==> config.mk <==
export PLATFORM = sky130hd
export DESIGN_NAME = qos_vc_flow_ctrl
export DESIGN_NICKNAME = d
export VERILOG_FILES = /design/src/rtl/qos_pkg.sv /design/src/rtl/qos_vc_fifo.sv /design/src/rtl/qos_vc_flow_ctrl.sv
export SDC_FILE = /design/constraint.sdc
export NUM_CORES = 1
export LEC_CHECK = 0
export CAP_MARGIN = 20
export CORE_MARGIN = 4
export CORE_UTILIZATION = 60
export CTS_CLUSTER_SIZE = 40
export DETAILED_ROUTE_END_ITERATION = 12
export PLACE_DENSITY = 0.81
export SYNTH_ARGS = -nofsm -noshare
export SYNTH_HDL_FRONTEND = slang
export SYNTH_SLANG_ARGS = --single-unit
==> constraint.sdc <==
create_clock -name CLK -period 5.19 [get_ports CLK]
set_input_delay 1.038 -clock CLK [delete_from_list [all_inputs] [get_ports CLK]]
set_output_delay 1.038 -clock CLK [all_outputs]
set_load 0.05 [all_outputs]
==> src/rtl/qos_pkg.sv <==
// Shared types and constants for the QoS virtual-channel flow-control block.
// Optional feature macro used by the top level: STICKY_ERROR_EN.
package qos_pkg;

  localparam int NUM_VC   = 4;
  localparam int VC_W     = 2;
  localparam int TH_W     = 7;
  localparam int PCT_MAX  = 100;
  localparam int TH_L_RST = 25;
  localparam int TH_H_RST = 75;

  typedef enum logic {
    FLOW,
    PAUSED
  } fc_state_t;

  // Limit a percentage input to the 0..100 range
  function automatic logic [TH_W-1:0] clampPct(input logic [TH_W-1:0] pct);
    return (pct > TH_W'(PCT_MAX)) ? TH_W'(PCT_MAX) : pct;
  endfunction

endpackage

==> src/rtl/qos_vc_fifo.sv <==
// Single-VC circular FIFO with occupancy count. The head word is visible
// combinationally so the parent can register it on a pop. A push to a full
// FIFO is only taken when a pop frees a slot in the same cycle.
module qos_vc_fifo #(
  parameter int DATA_W = 4,
  parameter int DEPTH  = 4
) (
  input  logic                     clk_i,
  input  logic                     rst_i,
  input  logic                     flush_i,
  input  logic                     push_i,
  input  logic                     pop_i,
  input  logic [DATA_W-1:0]        data_i,
  output logic [DATA_W-1:0]        head_o,
  output logic [$clog2(DEPTH):0]   occ_o,
  output logic                     full_o,
  output logic                     empty_o
);

  localparam int PTR_W = $clog2(DEPTH);
  localparam int OCC_W = PTR_W + 1;

  logic [DATA_W-1:0] mem_q [DEPTH];
  logic [PTR_W-1:0]  rdPtr_q, wrPtr_q;
  logic [OCC_W-1:0]  occ_q, occ_d;
  logic              doPop, doPush;

  assign full_o  = (occ_q == OCC_W'(DEPTH));
  assign empty_o = (occ_q == '0);
  assign head_o  = mem_q[rdPtr_q];
  assign occ_o   = occ_q;

  assign doPop  = pop_i && !empty_o;
  assign doPush = push_i && (!full_o || doPop);

  // Next occupancy after the pop and push of this cycle
  always_comb begin
    occ_d = occ_q;
    if (doPush && !doPop)      occ_d = occ_q + OCC_W'(1);
    else if (doPop && !doPush) occ_d = occ_q - OCC_W'(1);
  end

  // Pointer and count registers; flush empties the FIFO without touching storage
  always_ff @(posedge clk_i or posedge rst_i) begin
    if (rst_i) begin
      rdPtr_q <= '0;
      wrPtr_q <= '0;
      occ_q   <= '0;
    end else if (flush_i) begin
      rdPtr_q <= '0;
      wrPtr_q <= '0;
      occ_q   <= '0;
    end else begin
      if (doPop)  rdPtr_q <= rdPtr_q + PTR_W'(1);
      if (doPush) wrPtr_q <= wrPtr_q + PTR_W'(1);
      occ_q <= occ_d;
    end
  end

  // Storage write; contents are only meaningful while counted in occ_q
  always_ff @(posedge clk_i) begin
    if (doPush && !flush_i) mem_q[wrPtr_q] <= data_i;
  end

endmodule

==> src/rtl/qos_vc_flow_ctrl.sv <==
// Receive-side QoS flow control: four per-VC FIFOs, percentage watermark
// pause/continue strobes, overflow flags and a round-robin drain port.
// Optional feature macro: STICKY_ERROR_EN (overflow flags held until cleared).
module qos_vc_flow_ctrl
  import qos_pkg::*;
#(
  parameter int DATA_W = 4,
  parameter int DEPTH  = 4
) (
  input  logic              CLK,
  input  logic              Reset,
  input  logic              Set_init,
  input  logic [6:0]        Th_L,
  input  logic [6:0]        Th_H,
  input  logic              Push_fifos,
  input  logic [1:0]        VC_ID,
  input  logic [DATA_W-1:0] DataWord,
  input  logic              Pop_buffer,
  output logic [DATA_W-1:0] Data_out,
  output logic [1:0]        VC_out,
  output logic              Valid_out,
  output logic [3:0]        Pause_stb,
  output logic [3:0]        Continue_stb,
  output logic [3:0]        Error_full,
  output logic              Idle
);

  localparam int OCC_W = $clog2(DEPTH) + 1;
  localparam int WM_W  = TH_W + $clog2(DEPTH) + 1;

  logic [DATA_W-1:0] head [NUM_VC];
  logic [OCC_W-1:0]  occ  [NUM_VC];
  logic [OCC_W-1:0]  occN [NUM_VC];
  logic [NUM_VC-1:0] full, empty, pushAcc, popSel, errD, pauseD, contD, hiHit, loHit;
  logic              popHit, idleD;
  logic [VC_W-1:0]   popVc, rr_q;
  logic [TH_W-1:0]   thL_q, thH_q, thLc, thHc, thLd;
  fc_state_t         state_q [NUM_VC];
  fc_state_t         state_d [NUM_VC];
  logic [DATA_W-1:0] dataOut_q;
  logic [VC_W-1:0]   vcOut_q;
  logic              valid_q, idle_q;
  logic [NUM_VC-1:0] pause_q, cont_q, err_q;

  for (genvar v = 0; v < NUM_VC; v++) begin : g_vc
    qos_vc_fifo #(.DATA_W(DATA_W), .DEPTH(DEPTH)) u_fifo (
      .clk_i   (CLK),
      .rst_i   (Reset),
      .flush_i (Set_init),
      .push_i  (pushAcc[v]),
      .pop_i   (popSel[v]),
      .data_i  (DataWord),
      .head_o  (head[v]),
      .occ_o   (occ[v]),
      .full_o  (full[v]),
      .empty_o (empty[v])
    );
  end

  // Round-robin search for the first non-empty VC starting at rr
  always_comb begin
    popSel = '0;
    popHit = 1'b0;
    popVc  = rr_q;
    if (Pop_buffer && !Set_init) begin
      for (int i = 0; i < NUM_VC; i++) begin
        if (!popHit && !empty[rr_q + VC_W'(i)]) begin
          popHit = 1'b1;
          popVc  = rr_q + VC_W'(i);
        end
      end
      if (popHit) popSel[popVc] = 1'b1;
    end
  end

  // Push acceptance, seeing this cycle's pop first; a refused push flags overflow
  always_comb begin
    pushAcc = '0;
    errD    = '0;
    if (Push_fifos && !Set_init) begin
      if (!full[VC_ID] || popSel[VC_ID]) pushAcc[VC_ID] = 1'b1;
      else                               errD[VC_ID]    = 1'b1;
    end
  end

  // Post-update occupancy, watermark hits and the all-empty flag
  always_comb begin
    idleD = 1'b1;
    hiHit = '0;
    loHit = '0;
    for (int v = 0; v < NUM_VC; v++) begin
      occN[v]  = occ[v] + OCC_W'(pushAcc[v]) - OCC_W'(popSel[v]);
      hiHit[v] = (WM_W'(occN[v]) * WM_W'(PCT_MAX)) >= (WM_W'(thH_q) * WM_W'(DEPTH));
      loHit[v] = (WM_W'(occN[v]) * WM_W'(PCT_MAX)) <= (WM_W'(thL_q) * WM_W'(DEPTH));
      if (occN[v] != '0) idleD = 1'b0;
    end
    if (Set_init) idleD = 1'b1;
  end

  // Per-VC pause/continue next state and strobes
  always_comb begin
    pauseD = '0;
    contD  = '0;
    for (int v = 0; v < NUM_VC; v++) begin
      state_d[v] = state_q[v];
      if (Set_init) begin
        state_d[v] = FLOW;
      end else begin
        case (state_q[v])
          FLOW: if (hiHit[v]) begin
            state_d[v] = PAUSED;
            pauseD[v]  = 1'b1;
          end
          PAUSED: if (loHit[v]) begin
            state_d[v] = FLOW;
            contD[v]   = 1'b1;
          end
          default: state_d[v] = FLOW;
        endcase
      end
    end
  end

  // Threshold sanitising: clamp to 100 and keep low strictly below high
  always_comb begin
    thHc = clampPct(Th_H);
    thLc = clampPct(Th_L);
    thLd = thLc;
    if (thLc >= thHc) thLd = (thHc == '0) ? '0 : thHc - TH_W'(1);
  end

  // Per-VC flow-control state register
  always_ff @(posedge CLK or posedge Reset) begin
    if (Reset) begin
      for (int v = 0; v < NUM_VC; v++) state_q[v] <= FLOW;
    end else begin
      for (int v = 0; v < NUM_VC; v++) state_q[v] <= state_d[v];
    end
  end

  // Registered outputs, thresholds and round-robin pointer
  always_ff @(posedge CLK or posedge Reset) begin
    if (Reset) begin
      thL_q     <= TH_W'(TH_L_RST);
      thH_q     <= TH_W'(TH_H_RST);
      rr_q      <= '0;
      dataOut_q <= '0;
      vcOut_q   <= '0;
      valid_q   <= 1'b0;
      pause_q   <= '0;
      cont_q    <= '0;
      err_q     <= '0;
      idle_q    <= 1'b1;
    end else begin
      if (Set_init) begin
        thL_q <= thLd;
        thH_q <= thHc;
      end
      valid_q <= popHit;
      if (popHit) begin
        dataOut_q <= head[popVc];
        vcOut_q   <= popVc;
        rr_q      <= popVc + VC_W'(1);
      end
      pause_q <= pauseD;
      cont_q  <= contD;
`ifdef STICKY_ERROR_EN
      err_q   <= Set_init ? '0 : (err_q | errD);
`else
      err_q   <= errD;
`endif
      idle_q  <= idleD;
    end
  end

  assign Data_out     = dataOut_q;
  assign VC_out       = vcOut_q;
  assign Valid_out    = valid_q;
  assign Pause_stb    = pause_q;
  assign Continue_stb = cont_q;
  assign Error_full   = err_q;
  assign Idle         = idle_q;

endmodule

==> impl_metrics.yaml <==
power:
  leakagePower_nw: 4.23
  finalPower_mw: 6.29
  internal_power_mw: 3.62
  swShare: 0.425
  pwr-share-comb: 0.591
  peakVddDrop_mv: 0.466
  p_per_area_nw_per_um2: 655
  seqPwrFrac: 0.225
  clkPwrFrac: 0.184
  netSwitchingPower_mw: 2.67
synthesis:
  yosysUniqueCellTypes: 64
  synth_area_um2: 8170
  async_flop_share: 0.515
  syn-num-nets: 865
  synth.area.top_cells: "edfxtp_1 (24%), dfrtp_1 (18%), ha_1 (16%)"
  syn_avg_cell_area_um2: 11.2
  yosys_warnings: 0
  yosys.area.top_type: "edfxtp_1"
  synth_top_flop_cell: "edfxtp_1"
  synth_top_area_frac: 0.235
  synth_edf_count: 64
  syn_inst: 730
  synth-seq-area-share: 0.445
  ys_ff_latch: 132
critical_path:
  crit_path_end_kind: "flip-flop"
  reg2regPathDepth: 20
  r2r-end: "state_q[2]"
  path_cells: "nor3_1, o22ai_1, a211oi_4, xor2_1, o41ai_4, buf_4, nand2_1, inv_2, ha_1, fa_1, xnor2_1, xnor2_2, xnor2_1, ha_1, ha_1, and4_1, nand4_1, a221o_1, nor2_1, a211oi_1"
  cp.arrival_ps: 5170
  cp.required_ps: 5460
  path_class: "flip-flop to flip-flop"
  crit_top_cell: "ha_1"
  slowest_delay_ps: 480
  cp_slowest_cell: "dfrtp_1"
  cp_num_buf_inv: 2
  cp_max_fo: 8
  crit_family: "adder cells"
  critPathLaunchType: "flip-flop"
  reg2reg_slack_ps: 290
  r2r-start: "g_vc[2].u_fifo.occ_o[2]"
worst_hold_path:
  min_path_type: "flip-flop to flip-flop"
  hold_path_end: "Pause_stb[3]"
  hold_start: "state_q[0]"
  min_path_cells: 1
sta:
  grt_setup_unrepaired: "no"
  setup_viol: 0
  max_slew_margin: 0.418
  worst_pin_slew_ps: 849
  holdWs_ps: 433
  slew_viol_final: 0
  max_freq_mhz: 204
  fin_worst_skew_ps: 8.90
  fin_crit_ps: 4900
  hold_viol_final: 0
  timing.final.crit_share: 0.945
  tns_ps: 0
floorplanning:
  fp.dieW_um: 125
  start_util: 0.615
  fp.dieH_um: 125
  ios: 45
  core_area_um2: 13300
  die-area_um2: 15600
  num_rows: 42
route:
  drc_errors: 0
  viasPerCell: 5.97
  first_pass_iters: 5
  drtIter0Drc: 468
  vias: 5939
  routed_wl_um: 19200
  post_drt_wl_per_cell_um: 19.3
  ant_nets: 0
global_route:
  grt_pass1_vias: 6146
  grt_max_degree: 62
  grtUsageMet1: 0.303
  grt_use_met2: 0.452
  grt_use_total: 0.256
  gr-total-overflow: 0
  antenna_found_initial: 0
  met3_usage: 0.0527
  grt-busiest-layer: "met2"
  grt_pass1_wl_um: 31300
clocking:
  cts_made_buffers: 17
  htreeDepth: 4
  clock-root-buffer: "clkbuf_16"
  hold_buffers: 0
  cts_tree: "built"
  path_clk_slew_ps: 60
  cts_sinks: 132
  insertion_delay_ps: 430
  clk_path_buf_depth: 2
finish:
  final_nets: 940
  drive_gt1_frac: 0.148
  area_growth_pct: 17.5
  diodes: 0
  fillers: 867
  fin_area_um2: 9610
placement:
  placed_area_um2: 9000
  port-buffer-count: 44
  gp_congestion: 0.897
  dp_hpwl_um: 13800
run:
  max-cap-violations: 0
outcome:
  status: "completed"
==> cell usage in the layout, fill, tap and decap left out, types with 11 or more instances in the layout <==
cell type	count
mux4_2	16
inv_1	61
nor2b_1	15
buf_4	37
ha_1	102
xnor2_1	19
and3_1	12
edfxtp_1	64
a21oi_1	20
and2_1	14
clkbuf_16	17
mux2_2	13
o21ai_0	19
clkdlybuf4s50_1	43
xor2_1	11
nor2_1	52
dfrtp_1	60
nor3_1	19
a21o_1	12
o21a_1	16
nand2_1	56
==> timing repair <==
action                                  CTS  global route
endpoints found under the setup margin    0             4
buffers inserted                          0             0
resized for setup                         0             7
==> cell type report <==
| class | count | area [um2] | share of cell area |
|---|---|---|---|
| clock buffers | 17 | 425 | 0.0443 |
| well taps | 176 | 220 | 0.0229 |
| clock inverters | 15 | 144 | 0.0150 |
| inverters | 64 | 240 | 0.0250 |
| flip-flops and latches | 132 | 3630 | 0.378 |
| repair buffers | 81 | 713 | 0.0742 |
| multi-input cells | 509 | 4230 | 0.440 |
==> through the flow <==
stage | instances | worst slack (ps) | utilization
after floorplan | 730 | 27.3 | -
after global routing | 994 | 10.3 | 0.723
after global placement | 962 | -41.2 | 0.677
after CTS | 994 | 228 | 0.719
final | 994 | 286 | 0.723
after detailed placement | 962 | -137 | 0.677
==> state kept, by name (all words and copies together) (netlist names) <==
name,count
Continue_stb,4
VC_out,2
state_q,4
thL_q,7
thH_q,7
Idle,1
rr_q,2
Valid_out,1
Error_full,4
g_vc.u_fifo.mem_q,64
Pause_stb,4
g_vc.u_fifo.rdPtr_q,8
Data_out,4
g_vc.u_fifo.occ_o,12
g_vc.u_fifo.wrPtr_q,8
==> layer usage <==
metal,routed length (um),part of all wire
met1,7490,0.39
met2,10100,0.52
met3,922,0.048
met4,754,0.039
met5,0,0
==> power by group through the flow <==
stage / Combinational [mW] / Clock [mW] / Sequential [mW]
after global placement: 3.43 / 0 / 1.42
after detailed placement: 3.61 / 0 / 1.42
after floorplan: 2.50 / 0 / 1.51
after global routing: 4.14 / 1.22 / 1.44
final: 3.72 / 1.16 / 1.42
after CTS: 3.67 / 1.17 / 1.41
==> synthesized netlist by cell type, drive strengths merged (12+ instances only) <==
library cell and instances:
a21o 12, a21oi 21, and2 14, and3 12
clkbuf 16, dfrtp 60, edfxtp 64, ha 102
inv 63, mux2 14, mux4 16, nand2 57
nor2 52, nor2b 16, nor3 21, o21a 16
o21ai 20, xnor2 22
==> kinds of logic (layout without fill, tap and decap cells) <==
group / after synthesis / count (layout) / synth area share
compound gates: 115 / 115 / 0.0987
xor+xnor: 33 / 33 / 0.0363
buf+inv: 89 / 177 / 0.0430
fa+ha+maj: 110 / 110 / 0.176
mux: 36 / 36 / 0.0712
flops: 132 / 132 / 0.445
simple gates: 215 / 215 / 0.131
==> worst max-delay path by stage <==
stage,depth (start not counted),slack (ps),endpoint,start
2_1_floorplan,21,30,state_q[1],Set_init
3_3_place_gp,21,-40,state_q[2],VC_ID[1]
3_5_place_dp,21,-140,state_q[2],VC_ID[1]
4_1_cts,20,230,state_q[2],g_vc[0].u_fifo.occ_o[2]
5_1_grt,22,10,state_q[1],Pop_buffer
6_report,20,290,state_q[2],g_vc[2].u_fifo.occ_o[2]
==> worst reg2reg max path, stage by stage (launching register included) <==
cell	delay [ps]
dfrtp_1	480
nor3_1	360
o22ai_1	200
a211oi_4	430
xor2_1	280
o41ai_4	110
buf_4	180
nand2_1	90
inv_2	50
ha_1	200
fa_1	380
xnor2_1	260
xnor2_2	170
xnor2_1	150
ha_1	280
ha_1	300
and4_1	200
nand4_1	120
a221o_1	330
nor2_1	110
a211oi_1	60
No activity file was read; power rests on OpenSTA's default activity.
